==> config.mk <==
export PLATFORM = sky130hd
export DESIGN_NAME = cpu_core_param
export DESIGN_NICKNAME = d
export VERILOG_FILES = /design/src/rtl/cpu_core_param.sv
export SDC_FILE = /design/constraint.sdc
export NUM_CORES = 1
export LEC_CHECK = 0
export CAP_MARGIN = 20
export CORE_MARGIN = 8
export CORE_UTILIZATION = 41
export CTS_CLUSTER_DIAMETER = 100
export DETAILED_ROUTE_END_ITERATION = 10
export GPL_TIMING_DRIVEN = 0
export PLACE_DENSITY = 0.6
export SYNTH_ARGS = -nofsm -noshare
export SYNTH_HDL_FRONTEND = slang
export SYNTH_SLANG_ARGS = --single-unit
==> constraint.sdc <==
create_clock -name clk -period 2.9 [get_ports clk]
set_input_delay 0.58 -clock clk [delete_from_list [all_inputs] [get_ports clk]]
set_output_delay 0.58 -clock clk [all_outputs]
set_load 0.01 [all_outputs]
==> src/rtl/cpu_core_param.sv <==
// Parametrised multicycle CPU: 16-bit instructions, 4-cycle FETCH/DECODE/EXECUTE/WRITEBACK,
// run/step gating, zero flag, conditional jump, sticky illegal flag and retired-instruction count.
//
// state     | meaning
// FETCH     | wait for run/step, latch instruction word into IR
// DECODE    | read rs1/rs2 operands
// EXECUTE   | compute result, next pc and flags; HALT leaves for FINISH
// WRITEBACK | commit rd, zero flag, pc, illegal and instr_count together
// FINISH    | halted until reset

module cpu_core_param #(
    parameter int DATA_W   = 8,
    parameter int NUM_REGS = 8,
    parameter int PC_W     = 8
) (
    input  logic                       clk,
    input  logic                       rst_n,
    input  logic                       run,
    input  logic                       step,
    output logic [PC_W-1:0]            instr_addr,
    input  logic [15:0]                instr_data,
    output logic [2:0]                 cpu_state,
    output logic [DATA_W*NUM_REGS-1:0] reg_file_out,
    output logic [PC_W-1:0]            pc,
    output logic                       zero_flag,
    output logic [15:0]                instr_count,
    output logic                       halted,
    output logic                       illegal
);

    localparam int IDX_W = $clog2(NUM_REGS);

    typedef enum logic [2:0] {
        S_FETCH     = 3'd0,
        S_DECODE    = 3'd1,
        S_EXECUTE   = 3'd2,
        S_WRITEBACK = 3'd3,
        S_FINISH    = 3'd4
    } state_t;

    state_t            state;
    logic [15:0]       ir;
    logic [DATA_W-1:0] regs [NUM_REGS];
    logic [DATA_W-1:0] op_a, op_b;
    logic [DATA_W-1:0] res_q;
    logic [PC_W-1:0]   pc_q;
    logic              wr_q, zupd_q, ill_q;

    logic [DATA_W-1:0] alu_res;
    logic [PC_W-1:0]   alu_pc;
    logic              alu_wr, alu_zupd, alu_ill;
    logic              rd_ok, rs1_ok, rs2_ok;

    // Range checks use the whole 4-bit field so that e.g. r7 never aliases onto r3 when NUM_REGS=4.
    assign rd_ok  = int'(ir[11:8]) < NUM_REGS;
    assign rs1_ok = int'(ir[7:4])  < NUM_REGS;
    assign rs2_ok = int'(ir[3:0])  < NUM_REGS;

    assign instr_addr = pc;
    assign cpu_state  = state;

    for (genvar g = 0; g < NUM_REGS; g++) begin : g_rf_out
        assign reg_file_out[g*DATA_W +: DATA_W] = regs[g];
    end

    always_comb begin
        alu_res  = '0;
        alu_wr   = 1'b0;
        alu_zupd = 1'b0;
        alu_ill  = 1'b0;
        alu_pc   = pc + PC_W'(1);
        case (ir[15:12])
            4'h1: begin alu_res = DATA_W'(ir[7:0]); alu_wr = 1'b1; end
            4'h2: begin alu_res = op_a;             alu_wr = 1'b1; end
            4'h3: begin alu_res = op_a + op_b;      alu_wr = 1'b1; alu_zupd = 1'b1; end
            4'h4: begin alu_res = op_a - op_b;      alu_wr = 1'b1; alu_zupd = 1'b1; end
            4'h5: begin alu_res = op_a & op_b;      alu_wr = 1'b1; alu_zupd = 1'b1; end
            4'h6: begin alu_res = op_a | op_b;      alu_wr = 1'b1; alu_zupd = 1'b1; end
            4'h7: begin alu_res = op_a ^ op_b;      alu_wr = 1'b1; alu_zupd = 1'b1; end
            4'h8: alu_pc = ir[PC_W-1:0];
            4'h9: if (zero_flag) alu_pc = ir[PC_W-1:0];
            4'hA, 4'hB, 4'hC, 4'hD, 4'hE: alu_ill = 1'b1;
            default: ;
        endcase
    end

    always_ff @(posedge clk) begin
        if (!rst_n) begin
            state       <= S_FETCH;
            pc          <= '0;
            ir          <= '0;
            op_a        <= '0;
            op_b        <= '0;
            res_q       <= '0;
            pc_q        <= '0;
            wr_q        <= 1'b0;
            zupd_q      <= 1'b0;
            ill_q       <= 1'b0;
            zero_flag   <= 1'b0;
            instr_count <= '0;
            halted      <= 1'b0;
            illegal     <= 1'b0;
            for (int i = 0; i < NUM_REGS; i++) regs[i] <= '0;
        end else begin
            case (state)
                S_FETCH: begin
                    if (run || step) begin
                        ir    <= instr_data;
                        state <= S_DECODE;
                    end
                end
                S_DECODE: begin
                    op_a  <= rs1_ok ? regs[ir[4 +: IDX_W]] : '0;
                    op_b  <= rs2_ok ? regs[ir[0 +: IDX_W]] : '0;
                    state <= S_EXECUTE;
                end
                S_EXECUTE: begin
                    res_q  <= alu_res;
                    pc_q   <= alu_pc;
                    wr_q   <= alu_wr;
                    zupd_q <= alu_zupd;
                    ill_q  <= alu_ill;
                    if (ir[15:12] == 4'hF) begin
                        state  <= S_FINISH;
                        halted <= 1'b1;
                    end else begin
                        state <= S_WRITEBACK;
                    end
                end
                S_WRITEBACK: begin
                    if (wr_q && rd_ok) regs[ir[8 +: IDX_W]] <= res_q;
                    if (zupd_q) zero_flag <= (res_q == '0);
                    if (ill_q) illegal <= 1'b1;
                    if (instr_count != 16'hFFFF) instr_count <= instr_count + 16'd1;
                    pc    <= pc_q;
                    state <= S_FETCH;
                end
                S_FINISH: state <= S_FINISH;
                default:  state <= S_FETCH;
            endcase
        end
    end

endmodule
==> flow_metrics.py <==
metrics = {
    "setup_path": {
        "start_kind": "flip-flop",
        "crit_top_cell": "o21a_1",
        "critPathCaptureType": "flip-flop",
        "rrSetupSlack_ns": 0.30,
        "worstPathRequired_ns": 3.22,
        "cp_top_family": "compound AO/OA/AOI/OAI gates",
        "critical_path_class": "reg -> reg",
        "crit_fanout": 9,
        "path_buf_inv": 2,
        "max_stage_delay_ns": 0.35,
        "path_cells": "buf_2 > nor4b_4 > buf_4 > nor2_1 > xnor2_1 > ha_1 > o21a_1 > o31a_1 > o21a_1 > o21a_1 > o32ai_1",
        "arrival_ns": 2.93,
        "critPathSlowestCell": "ha_1",
    },
    "floorplanning": {
        "coreArea_um2": 19200,
        "row_count": 51,
        "die_x_um": 155,
        "io_pins": 122,
        "die_area_um2": 24100,
        "fp.dieH_um": 155,
        "start_util_pct": 41.3,
    },
    "cts": {
        "clockBufferDepth": 2,
        "cts-buffers-inserted": 17,
        "clk_pin_slew_worst_paths_ns": 0.06,
        "clkSinkCount": 151,
        "htree_levels": 4,
        "clk_latency_ns": 0.43,
        "cts_root_buf": "clkbuf_16",
        "cts_tree": "done",
        "hold_buffers": 0,
    },
    "outcome": {
        "outcome": "completed",
    },
    "power_and_ir_drop": {
        "p_sw_mw": 1.48,
        "p_per_area_nw_per_um2": 555,
        "vdd_drop_max_mv": 0.425,
        "p_leak_nw": 3.63,
        "swShare_pct": 26.3,
        "share_seq_of_total_power_pct": 42.5,
        "total_power_mw": 5.62,
        "clkPwrFrac_pct": 41.8,
        "combPwrFrac_pct": 15.7,
        "internal_power_mw": 4.14,
    },
    "global_routing": {
        "grt_usage_pct": 19.9,
        "grt_pass1_wl_mm": 36.8,
        "grt-ovfl-total": 0,
        "antenna_found_initial": 0,
        "grt_max_degree": 17,
        "grt_pass1_vias": 6364,
    },
    "timing": {
        "period_needed_ns": 2.60,
        "hold_ws_ns": 0.454,
        "final_hold_viol_count": 0,
        "fmax_ghz": 0.384,
        "slew-limit-headroom_pct": 41.4,
        "rsz0062_at_grt": "false",
        "worst_pin_slew_ns": 0.872,
        "setup_slack_ns": 0.297,
        "min_period_over_period_pct": 89.8,
        "setup_violations": 0,
        "drv_slew": 0,
        "fin_tns_setup_ns": 0,
        "fin_skew_ns": 0.0121,
    },
    "detailed_routing": {
        "viasPerCell": 5.44,
        "routedWlPerCell_um": 20.3,
        "first_iter_violations": 601,
        "vias": 6361,
        "totalWireLength_mm": 23.8,
        "drc_errors": 0,
        "ant_nets": 0,
        "drtPass1Iterations": 7,
    },
    "cells_and_area": {
        "final_area_um2": 10100,
        "area_growth_pct": 27.7,
        "antenna_cells": 0,
        "final_util_pct": 52.7,
        "final_cells": 1170,
        "final_nets": 939,
        "layout-drive-gt1-share_pct": 13.0,
    },
    "place": {
        "placed_area_um2": 9480,
        "hpwl_mm": 18.8,
        "pre_cts_slack_ns": -0.0476,
        "port_buffers": 120,
        "gp_congestion": 0.896,
        "placedCellCount": 1136,
    },
    "synth": {
        "synth_compound_area_share_pct": 11.2,
        "synth_xor_area_share_pct": 3.31,
        "yosys_warnings": 0,
        "synth_top_area_share_pct": 24.2,
        "yosysUniqueCellTypes": 67,
        "yosys-top-cells-count": "dfxtp_1 (87), nand2_1 (77), and2_1 (65)",
        "synth_top_family_by_area": "simple AND/OR/NAND/NOR gates",
        "synth_edf_count": 64,
        "synthArstFlopShare_pct": 0,
        "synth_ff_type": "dfxtp_1",
        "syn_area_um2": 7930,
        "synth_cells": 748,
        "synthTopCellsByArea": "edfxtp_1 (24%), dfxtp_1 (22%), mux4_2 (9.1%), and2_1 (5.1%), ha_1 (4.1%)",
        "synth_seq_cells": 151,
        "synth_top_area_cell": "edfxtp_1",
        "syn_nets": 795,
        "synth_simple_gate_area_share_pct": 18.4,
        "ys_seq_area_share_pct": 46.2,
        "synth.area.mux_share_pct": 12.5,
        "synth_fa_ha_area_share_pct": 4.35,
        "avgSynthCellArea_um2": 10.6,
        "synth_most_common_cell": "dfxtp_1",
    },
    "flow_run": {
        "cap_violations": 0,
    },
    "worst_hold_path": {
        "min_path_type": "reg -> reg",
    },
}
metal layers:
layer | global-route usage [%] | part of all wire [%]
met3 | 3.61 | 4.6
met2 | 33.0 | 49
met4 | 7.28 | 2.1
met5 | 0 | 0
met1 | 25.6 | 44
cell families after synthesis:
group           count (synthesis)
compound gates                138
xor+xnor                       30
fa+ha+maj                      27
buf+inv                        68
flops                         151
mux                            57
simple gates                  277
area by class of cell:
class	count	area [µm²]
repair buffers	125	1230
clock inverters	15	200
flip-flops and latches	151	3660
clock buffers	17	425
inverters	19	71.3
multi-input cells	529	3960
well taps	265	332
fillers	1682	9080
plain buffers	49	246
placed cells by master, fill, tap and decap left out, types with 8 or more instances in the layout:
master / count
o211ai_1: 10
clkbuf_16: 17
and2_1: 65
xor2_1: 13
o21ai_0: 20
clkdlybuf4s50_1: 120
mux4_2: 32
nor2_1: 59
clkbuf_1: 20
xnor2_1: 17
mux2_2: 17
a22oi_1: 18
nand3_1: 14
mux2i_1: 8
inv_1: 18
ha_1: 26
edfxtp_1: 64
nand2_1: 77
buf_2: 14
nor3_1: 10
a21oi_1: 51
nand2b_1: 8
dfxtp_1: 87
buf_4: 12
timing repair:
action | CTS | global route
buffers inserted | 0 | 1
resized for setup | 1 | 0
pin swaps | 0 | 1
endpoints found under the setup margin | 2 | 2
worst paths after layout:
| path | from | to | cells after the start |
|---|---|---|---|
| setup / recovery | ir[13]$_SDFFE_PN0P_ | res_q[5]$_SDFFE_PN0N_ | 11 |
| hold / removal | pc_q[0]$_SDFFE_PN0N_ | pc_q[0]$_SDFFE_PN0N_ | 2 |
| hold reg to reg | pc_q[0]$_SDFFE_PN0N_ | pc_q[0]$_SDFFE_PN0N_ | 2 |
| setup reg to reg | ir[13]$_SDFFE_PN0P_ | res_q[5]$_SDFFE_PN0N_ | 11 |
worst min-delay path: cells and delay by family (launching register included):
kind / cells / cell delay [ns]
AO/OA/AOI/OAI: 1 / 0.05
flip-flops: 1 / 0.31
AND/OR/NAND/NOR: 1 / 0.05
power groups by stage:
stage	Combinational (mW)	Sequential [mW]	Clock, mW
final	0.883	2.39	2.35
after global routing	0.966	2.40	2.48
after CTS	0.883	2.39	2.39
after detailed placement	0.872	2.43	0
after global placement	0.860	2.43	0
after floorplan	0.583	2.41	0
flip-flops by register name (all words and copies together), names as in the netlist, named ones only:
| register | cells |
|---|---|
| illegal | 1 |
| zupd_q | 1 |
| instr_addr | 8 |
| halted | 1 |
| op_b | 8 |
| regs | 64 |
| pc_q | 8 |
| zero_flag | 1 |
| wr_q | 1 |
| ir | 16 |
| instr_count | 16 |
| ill_q | 1 |
| cpu_state | 3 |
| op_a | 8 |
| res_q | 8 |
(Power assumes the default switching activity.)
